`src/rtl/neurocam_cmd_framer.sv`:
```
`default_nettype none
// ============================================================================
// Module   : neurocam_cmd_framer
// Purpose  : Assembles nibble traffic into opcode/pattern/address commands and
//            buffers completed commands for the CAM core.
// Revision : 1.0
// ============================================================================
module neurocam_cmd_framer #(
    parameter int PATTERN_WIDTH  = 16,
    parameter int ADDR_WIDTH     = 6,
    parameter int FIFO_DEPTH     = 4,
    parameter int TIMEOUT_CYCLES = 12
) (
    input  logic                          clk,
    input  logic                          rst_n,
    input  logic                          nib_valid,
    input  logic [3:0]                    nib_data,
    input  logic [1:0]                    nib_idx,
    input  logic [1:0]                    nib_op,
    input  logic [ADDR_WIDTH-1:0]         nib_addr,
    output logic                          nib_ready,
    output logic                          cmd_valid,
    input  logic                          cmd_ready,
    output logic [1:0]                    cmd_op,
    output logic [PATTERN_WIDTH-1:0]      cmd_pattern,
    output logic [ADDR_WIDTH-1:0]         cmd_addr,
    output logic                          frame_err,
    output logic [7:0]                    err_count,
    output logic [$clog2(FIFO_DEPTH):0]   fifo_count
);

    localparam int PTR_W   = $clog2(FIFO_DEPTH);
    localparam int CNT_W   = PTR_W + 1;
    localparam int ENTRY_W = 2 + PATTERN_WIDTH + ADDR_WIDTH;
    localparam logic [CNT_W-1:0] FULL_COUNT = CNT_W'(FIFO_DEPTH);
    localparam logic [3:0]       TMO_LAST   = 4'(TIMEOUT_CYCLES - 1);
    localparam logic [1:0]       OP_RSVD    = 2'b11;

    typedef enum logic [0:0] {IDLE = 1'b0, COLLECT = 1'b1} state_t;

    state_t                    state, state_nxt;
    logic [1:0]                exp_idx, exp_idx_nxt;
    logic [1:0]                op_q, op_nxt;
    logic [ADDR_WIDTH-1:0]     addr_q, addr_nxt;
    logic [PATTERN_WIDTH-1:0]  pat_q, pat_nxt;
    logic [3:0]                tmo_q, tmo_nxt;
    logic                      err_nxt;
    logic                      push;
    logic                      pop;
    logic                      accept;
    logic [ENTRY_W-1:0]        push_entry;
    logic [ENTRY_W-1:0]        head;
    logic [ENTRY_W-1:0]        mem [FIFO_DEPTH];
    logic [PTR_W-1:0]          wr_ptr, rd_ptr;

    assign nib_ready = (fifo_count != FULL_COUNT);
    assign accept    = nib_valid && nib_ready;
    assign cmd_valid = (fifo_count != '0);
    assign pop       = cmd_valid && cmd_ready;
    // The completing nibble is folded straight into the pushed entry.
    assign push_entry = {op_q, nib_data, pat_q[PATTERN_WIDTH-5:0], addr_q};

    always_comb begin
        state_nxt   = state;
        exp_idx_nxt = exp_idx;
        op_nxt      = op_q;
        addr_nxt    = addr_q;
        pat_nxt     = pat_q;
        tmo_nxt     = tmo_q;
        err_nxt     = 1'b0;
        push        = 1'b0;
        case (state)
            IDLE: begin
                tmo_nxt = '0;
                if (accept) begin
                    if (nib_idx == 2'd0) begin
                        op_nxt       = nib_op;
                        addr_nxt     = nib_addr;
                        pat_nxt[3:0] = nib_data;
                        exp_idx_nxt  = 2'd1;
                        state_nxt    = COLLECT;
                    end else begin
                        err_nxt = 1'b1;
                    end
                end
            end
            COLLECT: begin
                if (accept) begin
                    tmo_nxt = '0;
                    if (nib_idx == exp_idx) begin
                        pat_nxt[{nib_idx, 2'b00} +: 4] = nib_data;
                        exp_idx_nxt = exp_idx + 2'd1;
                        if (nib_idx == 2'd3) begin
                            state_nxt = IDLE;
                            if (op_q == OP_RSVD) err_nxt = 1'b1;
                            else                 push    = 1'b1;
                        end
                    end else if (nib_idx == 2'd0) begin
                        err_nxt      = 1'b1;
                        op_nxt       = nib_op;
                        addr_nxt     = nib_addr;
                        pat_nxt[3:0] = nib_data;
                        exp_idx_nxt  = 2'd1;
                    end else begin
                        err_nxt   = 1'b1;
                        state_nxt = IDLE;
                    end
                end else if (!nib_valid) begin
                    if (tmo_q == TMO_LAST) begin
                        err_nxt   = 1'b1;
                        state_nxt = IDLE;
                        tmo_nxt   = '0;
                    end else begin
                        tmo_nxt = tmo_q + 4'd1;
                    end
                end
            end
            default: state_nxt = IDLE;
        endcase
    end

    always_ff @(posedge clk or negedge rst_n) begin
        if (!rst_n) begin
            state     <= IDLE;
            exp_idx   <= '0;
            op_q      <= '0;
            addr_q    <= '0;
            pat_q     <= '0;
            tmo_q     <= '0;
            frame_err <= 1'b0;
            err_count <= '0;
        end else begin
            state     <= state_nxt;
            exp_idx   <= exp_idx_nxt;
            op_q      <= op_nxt;
            addr_q    <= addr_nxt;
            pat_q     <= pat_nxt;
            tmo_q     <= tmo_nxt;
            frame_err <= err_nxt;
            if (err_nxt && (err_count != 8'hFF)) err_count <= err_count + 8'd1;
        end
    end

    always_ff @(posedge clk or negedge rst_n) begin
        if (!rst_n) begin
            wr_ptr     <= '0;
            rd_ptr     <= '0;
            fifo_count <= '0;
        end else begin
            if (push) wr_ptr <= wr_ptr + 1'b1;
            if (pop)  rd_ptr <= rd_ptr + 1'b1;
            case ({push, pop})
                2'b10:   fifo_count <= fifo_count + 1'b1;
                2'b01:   fifo_count <= fifo_count - 1'b1;
                default: fifo_count <= fifo_count;
            endcase
        end
    end

    // Storage needs no reset: the head is masked while the FIFO is empty.
    always_ff @(posedge clk) begin
        if (push) mem[wr_ptr] <= push_entry;
    end

    assign head        = cmd_valid ? mem[rd_ptr] : '0;
    assign cmd_op      = head[ENTRY_W-1 -: 2];
    assign cmd_pattern = head[ADDR_WIDTH +: PATTERN_WIDTH];
    assign cmd_addr    = head[ADDR_WIDTH-1:0];

endmodule
`default_nettype wire

```
`config.mk`:
```
export PLATFORM = sky130hd
export DESIGN_NAME = neurocam_cmd_framer
export DESIGN_NICKNAME = d
export VERILOG_FILES = /design/src/rtl/neurocam_cmd_framer.sv
export SDC_FILE = /design/constraint.sdc
export NUM_CORES = 1
export LEC_CHECK = 0
export ABC_AREA = 0
export ABC_CLOCK_PERIOD_IN_PS = 3100
export BUFFER_PORTS_ARGS = -buffer_cell sky130_fd_sc_hd__buf_2
export CAP_MARGIN = 5
export CELL_PAD_IN_SITES_DETAIL_PLACEMENT = 0
export CELL_PAD_IN_SITES_GLOBAL_PLACEMENT = 1
export CORE_MARGIN = 5
export CORE_UTILIZATION = 30
export CTS_CLUSTER_SIZE = 14
export DETAILED_ROUTE_END_ITERATION = 8
export HOLD_SLACK_MARGIN = 0.02
export PLACE_DENSITY = 0.59
export SYNTH_ARGS = -nofsm -noshare
export SYNTH_HDL_FRONTEND = slang
export SYNTH_SLANG_ARGS = --single-unit
```
`constraint.sdc`:
```
create_clock -name clk -period 3.1 [get_ports clk]
set_input_delay 0.31 -clock clk [delete_from_list [all_inputs] [get_ports clk]]
set_output_delay 0.31 -clock clk [all_outputs]
set_load 0.02 [all_outputs]
```
Yosys cells after proc, flatten, opt, wreduce, memory -nomap -nowiden. Memory sizes are Yosys's and may differ from the RTL's. Index checks and enable logic that the tools add are counted.

Bitwise gates (word level): 1. Multiplexer cells: 51. Div/mod/pow operators: 0. $lt $le $gt $ge: 0. Shift operators: 2. Reductions and logical operators: 9. Equality and inequality tests: 12. Add/sub/neg operators: 8. Multipliers: 0.

Operators by type and width (number): 4-bit two-way mux (7); 24-bit two-way mux (1); 6-bit two-way mux (4); 1-bit two-way mux (22); 16-bit bitwise mux (1); 2-bit two-way mux (8); 4-bit case mux with 2 select lines (2); 4-bit by 6-bit variable shift with 16-bit output (first input constant) (1); 4-bit by 6-bit variable part select with 16-bit output (1); 6-bit case mux with 2 select lines (1); 8-bit by 1-bit adder with 8-bit output (second input constant) (1); 8-bit != test (second input constant) (1); 2-bit case mux with 2 select lines (2); 2-bit by 1-bit adder with 2-bit output (second input constant) (3); 2-bit equality test (second input constant) (3); 4-bit negator with 6-bit output (1); 3-bit case mux with 2 select lines (1); 3-bit AND reduction (2); 4-bit by 1-bit adder with 4-bit output (second input constant) (1); 4-bit equality test (second input constant) (1); 2-bit != test (second input constant) (2); 1-bit case mux with 2 select lines (2); 3-bit by 1-bit adder with 3-bit output (second input constant) (1); 1-bit logical AND (3); 11 further kinds (11).

Bits of input ports: 18. Bits in registers: 47. Memories: 1. Logic and storage cells: 96. Output and inout bits: 38. RAM bits: 96. Bits in read-only memories: 0. Bits in latches: 0.

Memories: mem (depth 4, width 24, rd ports 1, clocked after Yosys merged registers in 0, write ports 1, RTL line 53) `logic [ENTRY_W-1:0] mem [FIFO_DEPTH];`.

Logic depth before layout (Yosys ltp).
Word-level depth: 8. Gate-level depth with buffers: 13. Gate-level depth less buffers: 10.

Least setup slack after synthesis. Ideal clock, no wire load.

Kind: register -> register. Start point: register fifo_count[0]. End point: register fifo_count[2]. Clock period less this slack: 2.647 ns. Cell stages (with the launch flop): 14. Slack: 0.453 ns. Arrival: 2.567 ns. Required time: 3.020 ns. Path buffers: 3. Setup time: 0.080 ns. Path through: dfrtp_1 > or3b_1 > buf_6 > and2_4 > buf_6 > and4_1 > buf_6 > inv_1 > ha_1 > inv_1 > fa_1 > xor2_1 > nor2_1 > xor2_1.

Word-level cells in the longest chain between the ends: 6. Elaborated cells between the ends (all ways): 12. Those cells by class: 2 x add/sub; 3 x eq/ne; 3 x mux; 4 x reduce/logical.

Ends and longest elaborated chain: start: declaration (RTL line 29) `output logic [$clog2(FIFO_DEPTH):0] fifo_count`; start signal: assignment (RTL line 153) `2'b10: fifo_count <= fifo_count + 1'b1;`; start signal: assignment (RTL line 154) `2'b01: fifo_count <= fifo_count - 1'b1;`; start signal: assignment (RTL line 155) `default: fifo_count <= fifo_count;`; 3-bit != test * (RTL line 56) `assign nib_ready = (fifo_count != FULL_COUNT);`; net nib_ready (RTL line 21) `output logic nib_ready,`; 1-bit logical AND * (RTL line 57) `assign accept = nib_valid && nib_ready;`; 1-bit two-way mux * (RTL line 88) `if (accept) begin`; 1-bit two-way mux * (RTL line 72) `case (state)`; 2-bit by 1-bit equality test with 1-bit output or 2-bit equality test (tied branches) (RTL line 152) `case ({push, pop})`; 3-bit case mux with 2 select lines or 2-bit nonzero test (tied branches).

Mark *: on every way through the listed nets, which the timed path passes. The rest lies on a longest branch. A chain may end at the register's enable or synchronous reset.

Worst setup path after layout.
Start point: register fifo_count[0]. End point: register fifo_count[2].

Word-level cells in the longest chain between the ends: 6. Elaborated cells between the ends (all ways): 12. Those cells by class: 2 x add/sub; 3 x eq/ne; 3 x mux; 4 x reduce/logical.

Ends and longest elaborated chain (RTL line): 3-bit != test (56); 1-bit logical AND (57); 1-bit two-way mux (88); 1-bit two-way mux (72); 2-bit by 1-bit equality test with 1-bit output or 2-bit equality test (tied branches) (152); 3-bit case mux with 2 select lines or 2-bit nonzero test (tied branches).

Parallel ways exist; a longest one is shown, timed or not.

==> summary.txt <==
Place
  – DPL Wire Length: roughly 7600 um
  – IO Port Bufs: 55
  – Place WS: between 0.4 and 0.5 ns
  – Routability congestion estimate: between 0.7 and 0.8
  – Dpl cells: between 600 and 700
  – Area post-placement: roughly 0.0065 mm^2

Power
  – Cell Pwr Density: between 900 and 1000 mW/mm^2
  – Maximum VDD drop: roughly 0.44 mV
  – Final Power: between 6 and 7 mW
  – Leak: approximately 2.7 nW

Clocking
  – CTS clock-pin slew for the worst setup and hold paths: approximately 0.06 ns
  – Hold_buf cts: 0
  – H-tree Lvls: 4
  – Post-cts resize count: 0
  – Num CTS Buffers: 17
  – CTS Root Cell: clkbuf_16
  – Maximum clock path buffer count: 2
  – Clock Latency Late Sink: around 0.41 ns
  – Post-CTS Setup Repair Bufs: 0
  – CTS tree: built
  – CTS Sinks: 139

Setup path
  – WS Path Type: reg -> reg
  – WP data required: 3.43 ns
  – CP Launch Type: register
  – Worst-path maximum fanout: 8
  – Top delay family on crit path: simple AND/OR/NAND/NOR gates
  – Worst EP arrival: approximately 3.0 ns
  – Critical path's largest stage delay: roughly 0.50 ns
  – Bufs and invs on worst path: 2
  – Worst path cell trace: or3b_1, and2_4, and4_1, inv_1, ha_1, inv_1, fa_1, xor2_1, nor2_1, xor2_1
  – Slowest CP cell: or3b_1
  – Crit. End Element: register

STA
  – Fin. Hold Viols: 0
  – Part of the cycle the worst path needs: between 80% and 90%
  – Post-route setup TNS: 0 ns
  – Final hold slack: around 0.073 ns
  – Worst clock skew: ~0.0082 ns
  – Tmin final: 2.66 ns
  – RSZ-0062 raised after global routing: false
  – Worst-Margin Slew: ~1.1 ns
  – Slew headroom: 29.2%
  – Final setup violation count: 0
  – Fin. max-slew vios: 0
  – Final worst slack: between 0.4 and 0.5 ns
  – Fmax: around 380 MHz

Routing
  – Routed wl met2: approximately 5800 um
  – Pre-antenna DRT Iters: 6
  – Residual DRC count: 0
  – Drt wl/cell: 16.6 um
  – DR vias: roughly 3200
  – Post-DRT Antenna Nets: 0
  – Avg Vias per Cell: roughly 4.6
  – Final wirelength: between 10000 and 15000 um
  – Max Used Layer: met4
  – Routed wl met3: around 650 um
  – Wire length on met1: roughly 5200 um
  – Initial DRC count: roughly 180

GRT
  – Tot GR Track Use: between 10% and 20%
  – Gr ovfl total: 0
  – Pin count of the biggest net entering global routing: between 40 and 50
  – Antenna violations before repair: 0
  – Global-route wire length before repair: around 19000 um
  – Number of global-route vias before repair: 3477

Finish
  – Post-Layout Cell Count: about 710
  – ANT cells: 0
  – Fin util: 36.3%
  – Post-route cell area: ~0.0071 mm^2
  – Fin nets: approximately 460
  – Share of layout cells above drive strength 1: a little under a third
  – Area grow syn2layout: 18.8%

Synthesis
  – Yosys Warn Count: 0
  – Proportion of synthesized area in mux cells: a little over an eighth
  – Avg Inst Size Synth: about 16 um^2
  – Dominant cell by count in the synthesized netlist: edfxtp_1
  – Post-Syn Instances: between 300 and 400
  – Synthesized flop and latch total: between 100 and 150
  – Number of synthesized flops with an enable pin: 96
  – Synth Flop Type: edfxtp_1
  – Synth cell count leaders: 96 x edfxtp_1, 43 x dfrtp_1, 28 x and2_1, 24 x mux4_2, 23 x nand2_1
  – Syn Nets: 400
  – Synthesized-area fraction occupied by adder cells: under 10%
  – Post-synthesis simple-gate area fraction: about 8.6%
  – Synth async-reset ratio: between 30 and 40%
  – Largest family of logic cells by synthesized area: multiplexers
  – Xor and xnor fraction of the mapped netlist area: roughly 1.9%
  – Area contributors post-synth: edfxtp_1 48%, dfrtp_1 18%, mux4_2 9.1%
  – Synth Area in Compound Gates: 4.13%
  – Yosys top cell area share: 48.3%
  – Unique cell type count in the Yosys netlist: 54
  – Synthesized area: approximately 0.006 mm^2
  – Seq/Total Area, Yosys: around two thirds
  – Post-synth top area cell: edfxtp_1

Die
  – Io pins: 56
  – CORE AREA: between 0.015 and 0.02 mm^2
  – Die area: ~0.023 mm^2
  – # rows: 51
  – Chip Height: 151 um
  – Initial Util: between 30% and 40%
  – Die width: about 150 um

Job
  – Max-Cap Viols: 0

Hold path
  – Hold crit path type: in -> async

Status
  – Status: finished clean
[where the power goes]
part | internal (mW) | leakage, nW | total, mW | switching, mW
logic | 0.877 | 1.05 | 2.02 | 1.14
registers | 2.38 | 1.37 | 2.69 | 0.302
clock network | 1.17 | 0.272 | 1.90 | 0.738
total | 4.43 | 2.69 | 6.61 | 2.18
[logic make-up after synthesis]
| family | after synthesis |
|---|---|
| flip-flops | 139 |
| AND/OR/NAND/NOR | 89 |
| multiplexers | 46 |
| buffers and inverters | 39 |
| AO/OA/AOI/OAI | 30 |
| XOR/XNOR | 13 |
| adder cells (fa/ha/maj) | 13 |
[worst reg2reg max path: cells and delay by family, from the launching register on]
kind | cells | cell delay [ns]
simple gates | 4 | 1.13
buf+inv | 2 | 0.15
fa+ha+maj | 2 | 0.56
flops | 1 | 0.42
xor+xnor | 2 | 0.33
[path summary, 6_finish.rpt]
kind                       slack, ns  cells past startpoint            end           from
setup / recovery                0.44                     10  fifo_count[2]  fifo_count[0]
hold / removal                  0.07                      1   err_count[0]          rst_n
setup reg to reg                0.44                     10  fifo_count[2]  fifo_count[0]
hold reg to reg                 0.48                      1      rd_ptr[1]      rd_ptr[1]
max in group asynchronous       2.34                      1      wr_ptr[0]          rst_n
min in group clk                0.13                      2      addr_q[5]    nib_addr[5]
[routing by layer]
metal	GRT usage, %	vias to the layer above
met5	0	-
met3	3.74	13
met4	3.54	0
met1	13.8	1645
met2	18.5	75
li1	-	1511
[area by class of cell]
class                           count  area (um^2)
Clock inverter                     10         93.8
Sequential cell                   139         3960
Inverter                           21         78.8
Clock buffer                       22          474
Tap cell                          265          332
Fill cell                        1913        12400
Multi-Input combinational cell    191         1820
Timing Repair Buffer               63          335
[flip-flops by register name, indices dropped and copies added (netlist names)]
signal      count
addr_q          6
fifo_count      3
wr_ptr          2
frame_err       1
pat_q          12
rd_ptr          2
state           1
exp_idx         2
tmo_q           4
err_count       8
mem            96
op_q            2
[layout by cell type (no fill, tap or decap), drive strengths merged, types with 3 or more instances in the layout]
| master | synthesis | final |
|---|---|---|
| a211oi | 9 | 9 |
| a22o | 5 | 5 |
| a31oi | 3 | 3 |
| and2 | 33 | 33 |
| and3 | 4 | 4 |
| buf | 12 | 63 |
| clkbuf | 6 | 22 |
| clkinv | 0 | 5 |
| clkinvlp | 0 | 3 |
| dfrtp | 43 | 43 |
| edfxtp | 96 | 96 |
| ha | 12 | 12 |
| inv | 21 | 22 |
| mux2 | 13 | 13 |
| mux2i | 9 | 9 |
| mux4 | 24 | 24 |
| nand2 | 23 | 23 |
| nand3 | 6 | 6 |
| nor2 | 5 | 5 |
| nor3 | 4 | 4 |
| or3 | 3 | 3 |
| xnor2 | 5 | 5 |
| xor2 | 8 | 8 |
(Power assumes the default switching activity.)
